===== src/rtl/adc_conv_sched.sv =====
// adc_conv_sched
// Shares the single calibrated ADC conversion path (ADC_MUX + ADC_fp) between
// two requesters: port 0 = SPGD loop, port 1 = housekeeping/GPIO monitor.
// Each granted request selects its channel, pulses the converter register
// reset, settles the mux when the channel changed (or was never settled),
// runs one ADC_EN/ADC_DONE handshake and returns the float to the requester.
//
// Ports:
//   ADC_CLK, RST_N     clock (rising edge), async active-low reset
//   SYS_EN             enable; low aborts any in-flight operation
//   REQ[1:0]           per-requester request, held until its RSP_VALID
//   REQ_SEL[1:0]       per-requester channel (1 = ADC A, 0 = ADC B)
//   ADC_SEL            mux / calibration select
//   REG_RST            one-cycle converter register reset
//   ADC_EN, ADC_DONE   converter handshake
//   ADC_CAL_IN         calibrated float from the converter
//   RSP_DATA           captured result, valid with RSP_VALID
//   RSP_VALID[1:0]     one-hot one-cycle response pulse
//   BUSY               high whenever not IDLE
//   ERR_CLR            clears TIMEOUT_ERR (a same-cycle timeout wins)
//   TIMEOUT_ERR        sticky converter-timeout flag
//   CONV_CNT           completed conversions, wrapping
module adc_conv_sched #(
    parameter int FP_WIDTH       = 32,
    parameter int SETTLE_CYCLES  = 4,
    parameter int TIMEOUT_CYCLES = 1024,
    parameter int CNT_WIDTH      = 16
) (
    input  logic                 ADC_CLK,
    input  logic                 RST_N,
    input  logic                 SYS_EN,
    input  logic [1:0]           REQ,
    input  logic [1:0]           REQ_SEL,
    output logic                 ADC_SEL,
    output logic                 REG_RST,
    output logic                 ADC_EN,
    input  logic                 ADC_DONE,
    input  logic [FP_WIDTH-1:0]  ADC_CAL_IN,
    output logic [FP_WIDTH-1:0]  RSP_DATA,
    output logic [1:0]           RSP_VALID,
    output logic                 BUSY,
    input  logic                 ERR_CLR,
    output logic                 TIMEOUT_ERR,
    output logic [CNT_WIDTH-1:0] CONV_CNT
);

    localparam int SW = (SETTLE_CYCLES > 1) ? $clog2(SETTLE_CYCLES) : 1;
    localparam int TW = (TIMEOUT_CYCLES > 1) ? $clog2(TIMEOUT_CYCLES) : 1;

    typedef enum logic [2:0] {S_IDLE, S_CLR, S_SETTLE, S_CONV, S_RESP} state_t;

    typedef struct packed {
        logic port;    // granted requester
        logic settle;  // mux needs settling before ADC_EN
    } grant_t;

    state_t                state_q, state_d;
    grant_t                gnt_q, gnt_d;
    logic                  last_grant_q, last_grant_d;
    logic                  sel_valid_q, sel_valid_d;
    logic [SW-1:0]         settle_cnt_q, settle_cnt_d;
    logic [TW-1:0]         tmo_cnt_q, tmo_cnt_d;

    logic                  adc_sel_d, reg_rst_d, adc_en_d, busy_d, tmo_err_d;
    logic [FP_WIDTH-1:0]   rsp_data_d;
    logic [1:0]            rsp_valid_d;
    logic [CNT_WIDTH-1:0]  conv_cnt_d;
    logic                  tmo_set;

    // Round-robin: with both requesting, the one that did not go last wins.
    logic req_port, req_sel;
    assign req_port = (REQ == 2'b11) ? ~last_grant_q : REQ[1];
    assign req_sel  = REQ_SEL[req_port];

    always_comb begin
        state_d      = state_q;
        gnt_d        = gnt_q;
        last_grant_d = last_grant_q;
        sel_valid_d  = sel_valid_q;
        settle_cnt_d = settle_cnt_q;
        tmo_cnt_d    = tmo_cnt_q;
        adc_sel_d    = ADC_SEL;
        reg_rst_d    = 1'b0;
        adc_en_d     = 1'b0;
        rsp_data_d   = RSP_DATA;
        rsp_valid_d  = 2'b00;
        conv_cnt_d   = CONV_CNT;
        tmo_set      = 1'b0;

        case (state_q)
            S_IDLE: begin
                if (SYS_EN && (REQ != 2'b00)) begin
                    gnt_d.port   = req_port;
                    gnt_d.settle = (req_sel != ADC_SEL) || !sel_valid_q;
                    // Mux is unsettled until a full SETTLE completes; clearing
                    // here keeps an aborted settle from being trusted later.
                    if (gnt_d.settle) sel_valid_d = 1'b0;
                    adc_sel_d    = req_sel;
                    reg_rst_d    = 1'b1;
                    state_d      = S_CLR;
                end
            end
            S_CLR: begin
                settle_cnt_d = '0;
                tmo_cnt_d    = '0;
                if (gnt_q.settle) begin
                    state_d = S_SETTLE;
                end else begin
                    state_d  = S_CONV;
                    adc_en_d = 1'b1;
                end
            end
            S_SETTLE: begin
                if (settle_cnt_q == SW'(SETTLE_CYCLES - 1)) begin
                    state_d     = S_CONV;
                    adc_en_d    = 1'b1;
                    sel_valid_d = 1'b1;
                end else begin
                    settle_cnt_d = settle_cnt_q + 1'b1;
                end
            end
            S_CONV: begin
                if (ADC_DONE) begin
                    rsp_data_d              = ADC_CAL_IN;
                    rsp_valid_d[gnt_q.port] = 1'b1;
                    conv_cnt_d              = CONV_CNT + 1'b1;
                    state_d                 = S_RESP;
                end else if (tmo_cnt_q == TW'(TIMEOUT_CYCLES - 1)) begin
                    // Requester keeps REQ up; it is retried on a later grant.
                    tmo_set      = 1'b1;
                    last_grant_d = gnt_q.port;
                    state_d      = S_IDLE;
                end else begin
                    tmo_cnt_d = tmo_cnt_q + 1'b1;
                    adc_en_d  = 1'b1;
                end
            end
            S_RESP: begin
                last_grant_d = gnt_q.port;
                state_d      = S_IDLE;
            end
            default: state_d = S_IDLE;
        endcase

        // SYS_EN low cancels whatever the state machine was about to issue.
        if (!SYS_EN && (state_q != S_IDLE)) begin
            state_d      = S_IDLE;
            reg_rst_d    = 1'b0;
            adc_en_d     = 1'b0;
            rsp_valid_d  = 2'b00;
            rsp_data_d   = RSP_DATA;
            conv_cnt_d   = CONV_CNT;
            tmo_set      = 1'b0;
            last_grant_d = (state_q == S_RESP) ? gnt_q.port : last_grant_q;
        end

        tmo_err_d = tmo_set | (TIMEOUT_ERR & ~ERR_CLR);
        busy_d    = (state_d != S_IDLE);
    end

    always_ff @(posedge ADC_CLK or negedge RST_N) begin
        if (!RST_N) begin
            state_q      <= S_IDLE;
            gnt_q        <= '0;
            last_grant_q <= 1'b1;
            sel_valid_q  <= 1'b0;
            settle_cnt_q <= '0;
            tmo_cnt_q    <= '0;
            ADC_SEL      <= 1'b1;
            REG_RST      <= 1'b0;
            ADC_EN       <= 1'b0;
            RSP_DATA     <= '0;
            RSP_VALID    <= 2'b00;
            BUSY         <= 1'b0;
            TIMEOUT_ERR  <= 1'b0;
            CONV_CNT     <= '0;
        end else begin
            state_q      <= state_d;
            gnt_q        <= gnt_d;
            last_grant_q <= last_grant_d;
            sel_valid_q  <= sel_valid_d;
            settle_cnt_q <= settle_cnt_d;
            tmo_cnt_q    <= tmo_cnt_d;
            ADC_SEL      <= adc_sel_d;
            REG_RST      <= reg_rst_d;
            ADC_EN       <= adc_en_d;
            RSP_DATA     <= rsp_data_d;
            RSP_VALID    <= rsp_valid_d;
            BUSY         <= busy_d;
            TIMEOUT_ERR  <= tmo_err_d;
            CONV_CNT     <= conv_cnt_d;
        end
    end

endmodule


===== config.mk =====
export PLATFORM = sky130hd
export DESIGN_NAME = adc_conv_sched
export DESIGN_NICKNAME = d
export VERILOG_FILES = /design/src/rtl/adc_conv_sched.sv
export SDC_FILE = /design/constraint.sdc
export NUM_CORES = 1
export LEC_CHECK = 0
export CAP_MARGIN = 20
export CORE_MARGIN = 2
export CORE_UTILIZATION = 35
export CTS_CLUSTER_DIAMETER = 50
export CTS_CLUSTER_SIZE = 40
export DETAILED_ROUTE_END_ITERATION = 12
export PLACE_DENSITY_LB_ADDON = 0.12
export RECOVER_POWER = 25
export SLEW_MARGIN = 20
export SYNTH_ARGS = -nofsm -noshare
export SYNTH_HDL_FRONTEND = slang
export SYNTH_SLANG_ARGS = --single-unit

===== constraint.sdc =====
create_clock -name ADC_CLK -period 4.6 [get_ports ADC_CLK]
set_clock_uncertainty 0.2 [all_clocks]
set_input_delay 0.92 -clock ADC_CLK [delete_from_list [all_inputs] [get_ports ADC_CLK]]
set_output_delay 0.92 -clock ADC_CLK [all_outputs]
set_load 0.02 [all_outputs]

Word-level counts from Yosys, hierarchy flattened
Cells that the tools add are included.

Reduce and logical (&&, ||, !) cells: 20. Muxes and demuxes: 42. Order comparisons: 3. Eq/ne operators: 17. Bitwise operators: 5. Add/subtract/negate cells: 3.

Operators with widths (count): $mux W1 (24); $mux W10 (2); $pmux W10 S2 (1); $add A16 B1 Y16 const B (1); $mux W3 (5); $ne A2 B2 Y1 const B (6); $pmux W3 S4 (1); $add A10 B1 Y10 const B (1); $eq A10 B10 Y1 const B (1); $reduce_bool A2 Y1 (5); $mux W2 (4); $reduce_and A4 Y1 (2); $eq A3 B2 Y1 const B (2); $ne A3 B3 Y1 const B (2); $reduce_and A3 Y1 (2); $reduce_bool A3 Y1 (2); $eq A2 B2 Y1 const B (2); $lt A1 B2 Y1 const B (2); $pmux W1 S2 (2); $pmux W2 S2 (1); $reduce_and A2 Y1 (2); $eq A3 B1 Y1 const B (1); $eq A3 B3 Y1 const B (1); $logic_and A1 B1 Y1 (3); other kinds (12) (15).

Word-level logic and storage cells: 105. Output and inout port bits: 55. Bits of input ports: 41. Register bits after elaboration: 74.

Longest topological paths before layout
Gate-level depths: netlist of the first run.

Word-level depth: 9. Gate-level depth with buffers: 7. Depth with buffers taken out: 5.

Worst setup path before layout of the first run
No wires, ideal clock.

Kind: input -> register. Start: in ADC_DONE. End: reg tmo_cnt_q[7]. Arrival time: 1.951 ns. Data required time: 4.323 ns. Cell stages on the path: 4. Slack: 2.372 ns. Setup time: 0.077 ns. Buffers on the path: 0. Cell sequence: and4bb_2 > nand3_1 > or4_1 > a21oi_1.

Cells in the longest elaborated chain, start to end: 2.

Ends and longest elaborated chain: from (decl) (RTL line 37) `input logic ADC_DONE,`; $ne A2 B2 Y1 (no source line); $reduce_and A3 Y1 (no source line); to (signal assigned) (RTL line 183) `tmo_cnt_q <= tmo_cnt_d;`; to (decl) (RTL line 62) `logic [TW-1:0] tmo_cnt_q, tmo_cnt_d;`.

Every way passes these cells. A chain may end at the register's enable or synchronous reset.

Worst setup path in the final report of the first run
Start: in SYS_EN. End: reg RSP_DATA[5].

Cells in the longest elaborated chain, start to end: 4.

Ends and longest elaborated chain: from (decl) (RTL line 31) `input logic SYS_EN,`; $logic_not A1 Y1 (RTL line 146) `if (!SYS_EN && (state_q != S_IDLE)) begin`; $logic_and A1 B1 Y1 (RTL line 146); $not A1 Y1 (no source line); $reduce_and A3 Y1 (no source line); to (signal assigned) (RTL line 187) `RSP_DATA <= rsp_data_d;`; to (decl) (RTL line 39) `output logic [FP_WIDTH-1:0] RSP_DATA,`.

Every way passes these cells.

==> flow_summary.toml, run 1 <==
[synth]
synth.most_common_cell = "dfrtp_1"
netlist_area_um2 = 3170
synth_ff_type = "dfrtp_1"
netlist.area_leader.share_pct = 56.8
yosysWarnings = 0
synth_edf_count = 0
syn_nets = 297
syn_avg_cell_area_um2 = 12.5
yosys-top-cells-area = "dfrtp_1 57%, mux2_2 12%, xnor2_1 4.7%, nand2_1 2.1%, dfstp_2 1.7%"
yosys-top-cells-count = "72 x dfrtp_1, 34 x mux2_2, 18 x nand2_1"
ys_async_sr_fraction_pct = 100
syn_inst = 253
seq_area_frac_synth_pct = 58.5
synth_cell_types = 46
yosysTopAreaCell = "dfrtp_1"
ys_ff_latch = 74

[clocking]
path_clk_slew_ns = 0.08
clock_latency_ns = 0.34
numCtsBuffers = 9
hold_buffers = 0
ctsLongestPathBuffers = 2
cts_resized = 0
post_cts_buffers = 0
cts_root_buf = "clkbuf_8"
cts.sinks = 74
htreeDepth = 3
cts_tree = "yes"

[worst_setup_path]
path_class = "in2reg"
start_kind = "primary input"
cp-end-kind = "flop"
cp_max_fo = 16
cp_data_required_time_ns = 4.63
cp.arrival_ns = 2.73

[final_layout]
nets = 396
antenna_cells = 0
final_cells = 465
final_layout_size_suffix_gt1_share_pct = 17.1
multi_input_area_um2 = 1260
regArea_um2 = 1850
syn_to_final_growth_pct = 39.7
fillCellCount = 804

[placed_design]
port_buffers = 95
hpwl_um = 4760
gp_congestion = 0.773
dp.cells = 449

[power]
power_uw = 2470
peakVddDrop_mv = 0.278
pwr_density_cell_nw_per_um2 = 557
p_leak_uw = 0.00186

[die]
fp.dieArea_um2 = 9840
io_pins = 96
fp.dieH_um = 99.2
core_um2 = 8760
rows = 34
dieWidth_um = 99.2
initial_core_util_pct = 36.2

[detailed_routing]
num_vias = 2299
avgViaCountPerCell = 4.94
ant_nets = 0
routedWlPerCell_um = 14.6
firstDrtPassIters = 4
dr.first_iter.drc_count = 84
drc = 0
wl_um = 6780

[grt]
overflow = 0
grt_pass1_wl_um = 11200
grt_pass1_vias = 2316
grt_max_degree = 75
antenna_found_initial = 0
gr-usage-all-layers_pct = 14.2

[sta]
timing.hold.ws_ns = 0.282
layout_min_cycle_time_ns = 2.70
setup_violations = 0
finalHoldViolations = 0
maxSlewHeadroom_pct = -21.3
tns_ns = 0
max_freq_mhz = 370
tightestPinTransition_ns = 1.82
report.final.slew_viol_count = 75
rsz0062_at_grt = "false"
finalCritPeriodShare_pct = 58.8

[outcome]
violations = "max-capacitance violations, max-slew violations"
status = "finished with violations"

[flow_run]
maxCapViolCount = 1

[min_path]
min_path_type = "reg2reg"
## metrics by stage
stage	util (%)	area (µm²)	worst slack, ns
after floorplan	-	3170	2.37
after global placement	48.3	4230	1.54
after detailed placement	48.3	4230	1.51
after CTS	50.6	4430	1.89
after global routing	50.6	4430	1.76
final	50.6	4430	1.90
## critical path, cell delays in order
cell and delay [ns]:
clkdlybuf4s50_1 0.56, nand2_1 0.19, nor2_4 0.39, buf_4 0.30, mux2_2 0.36
## cells by family (layout without fill, tap and decap cells)
kind of cell               Yosys count  after routing  synth area share [%]
AOI/OAI and AO/OA                   34             34                  7.38
buffers and inverters               14            118                  2.05
xor gates and xnor gates            20             20                  5.52
adders and majority gates            3              3                  1.18
DFF                                 74             74                  58.5
and+or+nand+nor                     72             72                  12.7
muxes                               36             36                  12.7
## power by group
part	leakage [µW]	internal, µW	switching, µW
registers	0.000953	860	141
clock network	0.0000998	254	255
logic	0.000807	503	454
total	0.00186	1620	851
## state kept, by name (all words and copies together) (netlist names)
signal,cells
RSP_VALID,2
state_q,3
settle_cnt_q,2
last_grant_q,1
gnt_q,2
BUSY,1
CONV_CNT,16
RSP_DATA,32
sel_valid_q,1
ADC_SEL,1
TIMEOUT_ERR,1
ADC_EN,1
tmo_cnt_q,10
REG_RST,1
## cells in the final DEF (no fill, tap or decap), drive strengths merged, types with 3 or more instances in the layout
master         count
a21oi              9
a31oi              3
and3               8
and4               3
clkbuf            10
clkdlybuf4s50     94
clkinv             4
dfrtp             72
ha                 3
inv                6
mux2              34
nand2             18
nand3              9
nand4              7
nor2              11
nor4               4
o21ai              4
o2bb2ai            3
xnor2             17
xor2               3
## worst paths after layout
kind                              startpoint           end  slack [ns]  depth (start not counted)
worst max-delay path                  SYS_EN   RSP_DATA[5]        1.90                          5
worst min-delay path            CONV_CNT[15]  CONV_CNT[15]        0.28                          1
worst max register to register    state_q[0]   RSP_DATA[5]        2.29                          4
worst min register to register  CONV_CNT[15]  CONV_CNT[15]        0.28                          1
max in group asynchronous              RST_N  RSP_VALID[0]        2.26                          1
min in group asynchronous              RST_N   sel_valid_q        0.88                          1
## cell type report
cell class / instances / area share, %
repair buffers: 97 / 21.7
clock inverters: 7 / 1.75
multi-input cells: 165 / 28.4
well taps: 108 / 3.05
flip-flops and latches: 74 / 41.9
inverters: 5 / 0.424
clock buffers: 9 / 2.80
## metal layers
metal,GRT usage (%),wire [µm],part of all wire [%]
met3,4.99,500,7.4
met5,0,0,0
met4,5.37,109,1.6
met1,18.8,3030,45
met2,21.5,3140,46
Power figures use the tool's default switching activity.
==> inputs of run 2 (changes only) <==
clock period = 2.57 ns   (was 4.6 ns; I/O delays follow)
==> flow_summary.toml, run 2 (same netlist as run 1, synthesis figures left out) <==
[outcome]
status = "complete, no violations"

[worst_setup_path]
cp_data_required_time_ns = 1.86
rr_worst_depth = 4
worstPathCellList = "clkdlybuf4s50_1"
cp_max_fo = 3
start_kind = "flop"
crit_start = "ADC_SEL"
crit_buf_inv = 1
endpoint = "ADC_SEL"
worst-path-stages = 1
cp.arrival_ns = 1.51
r2r-start = "state_q[0]"
cp-end-kind = "output port"
path_class = "reg2out"
crit_family = "buffers and inverters"
cp_slowest_stage_delay_ns = 0.61
r2r-end = "RSP_DATA[6]"
crit_slowest_cell = "clkdlybuf4s50_1"
reg2reg_slack_ns = 0.54

[final_layout]
regArea_um2 = 1850
final_common_cell = "clkdlybuf4s50_1"
syn_to_final_growth_pct = 42.8
largest_register_ffs = 32
nets = 403
antenna_cells = 0
top_regs = "RSP_DATA: 32 flops, CONV_CNT: 16 flops, tmo_cnt_q: 10 flops"
layout_common_cells = "94 x clkdlybuf4s50_1, 72 x dfrtp_1, 34 x mux2_2, 18 x nand2_1, 17 x xnor2_1"
fillCellCount = 804
multi_input_area_um2 = 1260
final_layout_size_suffix_gt1_share_pct = 18.1
post-route-util_pct = 51.7
largest_register = "RSP_DATA"

[detailed_routing]
firstDrtPassIters = 4
dr.first_iter.drc_count = 87
num_vias = 2400
ant_nets = 0
wl_um = 6940
routedWlPerCell_um = 14.7
drc = 0
avgViaCountPerCell = 5.08

[power]
peakVddDrop_mv = 0.519
pwr_density_cell_nw_per_um2 = 1000
p_leak_uw = 0.00192

[die]
fp.dieArea_um2 = 9840
initial_core_util_pct = 36.2
dieWidth_um = 99.2
core_um2 = 8760
rows = 34
io_pins = 96
fp.dieH_um = 99.2

[clocking]
cts_root_buf = "clkbuf_8"
htreeDepth = 3
ctsLongestPathBuffers = 2
cts_resized = 0
cts_tree = "yes"
clock_latency_ns = 0.35
cts.sinks = 74
path_clk_slew_ns = 0.08
numCtsBuffers = 9

[placed_design]
dpl_worst_slack_ns = 0.167
gp_congestion = 0.798
port_buffers = 95
hpwl_um = 5000

[grt]
met3_usage_pct = 5.27
gr-usage-all-layers_pct = 15.1
grt.met1_usage_pct = 18.9
antenna_found_initial = 0
grt_max_degree = 39
grt_pass1_vias = 2463
grt_busiest_layer = "met2"
overflow = 0
grt_pass1_wl_um = 11800
grt_use_met2_pct = 24.0

[sta]
layout_min_cycle_time_ns = 2.22
tns_ns = 0
tightestPinTransition_ns = 1.00
timing.hold.ws_ns = 0.273
worst_slack_ns = 0.345
maxSlewHeadroom_pct = 33.3
max_freq_mhz = 450
finalCritPeriodShare_pct = 86.6
rsz0062_at_grt = "false"
report.final.slew_viol_count = 0
setup_violations = 0
finalHoldViolations = 0

[min_path]
min_path_type = "reg2reg"

[flow_run]
maxCapViolCount = 0
-- run 2: cell types whose count changed in the layout (fill, tap and decap cells not counted), sizes merged --
cell,change
dlygate4sd3,+1
buf,+6
clkbuf,+2
clkinv,-1
bufinv,+1
inv,-1
clkinvlp,-1
-- run 2: per-stage QoR --
step / instances / total power, µW / cell area [µm²]
after floorplan: 253 / 2710 / 3170
after global placement: 455 / 3550 / 4300
after detailed placement: 455 / 3570 / 4300
after CTS: 472 / 4610 / 4530
after global routing: 472 / 4830 / 4530
final: 472 / 4530 / 4530
-- run 2: where the power goes --
| group | switching (µW) | internal, µW |
|---|---|---|
| sequential | 250 | 1540 |
| combinational | 822 | 918 |
| clock | 430 | 572 |
-- run 2: how the worst min path moves through the flow --
stage / start / endpoint / slack, ns / depth (start not counted)
floorplan: RST_N / ADC_EN / 0.02 / 0
global placement: CONV_CNT[15] / CONV_CNT[15] / 0.27 / 1
CTS: CONV_CNT[15] / CONV_CNT[15] / 0.28 / 1
global route: CONV_CNT[15] / CONV_CNT[15] / 0.30 / 1
detailed placement: CONV_CNT[15] / CONV_CNT[15] / 0.27 / 1
finish: CONV_CNT[15] / CONV_CNT[15] / 0.27 / 1
-- run 2: worst reg2reg max path: cells and delay by family (launching register included) --
| family | cells | cell delay, ns |
|---|---|---|
| DFF | 1 | 0.61 |
| and+or+nand+nor | 2 | 0.49 |
| muxes | 1 | 0.38 |
| buffers and inverters | 1 | 0.22 |
-- run 2: layout make-up --
cell class / count / area share [%]
sequential: 74 / 40.9
multi-input combinational: 165 / 27.8
timing repair buffer: 104 / 23.0
clock buffer: 11 / 3.12
tap: 108 / 2.98
clock inverter: 5 / 1.74
inverter: 5 / 0.414
-- run 2: what timing repair did --
item                                   4_1_cts  5_1_grt
endpoints found under the hold margin       36        0
hold buffers                                 1        0
setup buffers                                0        0
-- run 2: metal layers --
metal / vias up / part of all wire (%)
met5: - / 0
li1: 1137 / -
met3: 8 / 7.3
met2: 61 / 47
met1: 1194 / 43
met4: 0 / 1.8
==> variant (settings of run 2) <==
The 5 states of `state_t` get a one-hot encoding in 5 bits.
--- a/src/rtl/adc_conv_sched.sv
+++ b/src/rtl/adc_conv_sched.sv
@@ -47,7 +47,7 @@
     localparam int SW = (SETTLE_CYCLES > 1) ? $clog2(SETTLE_CYCLES) : 1;
     localparam int TW = (TIMEOUT_CYCLES > 1) ? $clog2(TIMEOUT_CYCLES) : 1;
 
-    typedef enum logic [2:0] {S_IDLE, S_CLR, S_SETTLE, S_CONV, S_RESP} state_t;
+    typedef enum logic [4:0] {S_IDLE = 5'b00001, S_CLR = 5'b00010, S_SETTLE = 5'b00100, S_CONV = 5'b01000, S_RESP = 5'b10000} state_t;
 
     typedef struct packed {
         logic port;    // granted requester
Check against the original RTL: same outputs for any inputs over 10 cycles, from zero or initial values and one cycle with RST_N low; not proved beyond that.
==> variant against run 2 <==
Largest cell class unchanged. Non-clock buffer count increased by 2. Wire length rose by 12%. First-iteration DRC count up 8.0%. Area after synthesis up 4.3%. Design area up 2.7%. Sequential cell count increased by 2. Maximum frequency decreased by 3.1%. Global-route usage up 0.94 points. Worst setup slack got worse by 72 ps. Critical path type is now in -> reg. Synthesized cell count up 34%.
Power is not compared: it rests on default switching activity, and its combinational part moved more than twofold at a synthesized area within 25%.
==> variant: results (changes against run 2) <==
stage;metric;value;unit;change
placed_design;dpl_cell_area;0.00443;mm2;+3.1%
clocking;cts_hold_buf;1;;unchanged
clocking;clk_pin_slew;90;ps;
placed_design;dp.cells;541;;+19%
synthesis;synthesis.nets;382;;+29%
drt;routed_wl;7.77;mm;+12%
synthesis;muxShareOfSynthArea;2.23;%;-10 points
synthesis;synth_compound_area_share;6.28;%;-1.1 points
sta;hold_ws;267;ps;-6.03 ps
finish;nets;486;;+21%
synthesis;synth.distinct_cells;42;;-8.7%
synthesis;syn_avg_cell_area;9.78;um2;-22%
synthesis;yosys-top-cells-count;114 x nand2_1, 73 x dfrtp_1, 17 x nand3_1, 10 x clkbuf_1, 9 x xor2_1;;
synthesis;ys_seq_area_share;57.6;%;-0.84 points
synthesis;synthAdderAreaFrac;1.14;%;-0.048 points
synthesis;synth_async_sr_flop_share;100;%;unchanged
drt;dr.first_iter.drc_count;94;;+8.0%
placed_design;dp_worst_setup_slack;-36.0;ps;-203 ps
critical_path;critPathArrivalTime;2290;ps;+780 ps
critical_path;crit_start;ADC_DONE;;
critical_path;r2r-start;state_q[4];;
power_and_ir_drop;p_leak;2.14;nW;
critical_path;reg2regPathDepth;6;;+2
finish;drive_above_1_share;7.62;%;-11 points
critical_path;cp_max_fo;6;;+3
sta;period_needed;2300;ps;+72.2 ps
grt;grt_util_all_layers;16.0;%;+0.94 points
sta;maxSlewHeadroom;20.9;%;-12 points
placed_design;gp_congestion;0.806;;+0.98%
placed_design;hpwlAfterDp;5.33;mm;+6.5%
grt;grt_pass1_wl;13.0;mm;+9.9%
power_and_ir_drop;power.switching;0.844;mW;
critical_path;r2r_setup_slack;290;ps;-250 ps
clocking;worstSkewPairLatency;340;ps;
grt;grt_max_degree;49;;+26%
synthesis;synth_xor_area_share;4.50;%;-1.0 points
synthesis;netlist_top_cells_area;dfrtp_1 55%, nand2_1 13%, nand3_1 2.6%;;
drt;avgViaCountPerCell;4.97;;-2.2%
status;status;finished clean;;
grt;grt_pass1_vias;2784;;+13%
drt;routedWlPerCell;13.9;um;-5.2%
critical_path;crit_type;in -> reg;;
critical_path;r2r_end;tmo_cnt_q[4];;
-- variant: cell count changes in the layout (fill, tap and decap cells not counted), moves of 5 or more --
cell	change
xor2_1	+6
nand2_1	+96
nand3_1	+8
nor3_1	+5
mux2_2	-31
xnor2_1	-9
-- variant: layout make-up --
cell class,count,area [um2]
Fill cell,874,4540
Sequential cell,76,1910
Clock inverter,6,90.1
Multi-Input combinational cell,243,1330
Inverter,6,22.5
Clock buffer,9,124
Timing Repair Buffer,106,1040
Tap cell,111,139
-- variant: metal layers --
metal	vias up	part of all wire, %	track usage [%]
met2	87	45	25.5
li1	1358	-	-
met1	1312	47	20.5
met3	12	6.9	4.69
met4	0	1.5	6.55
met5	-	0	0
-- variant: worst max-delay path, stage by stage --
cell	delay, ps
clkdlybuf4s50_1	430
nor3b_1	360
nand2_1	220
buf_4	200
o311ai_0	410
o31ai_1	160
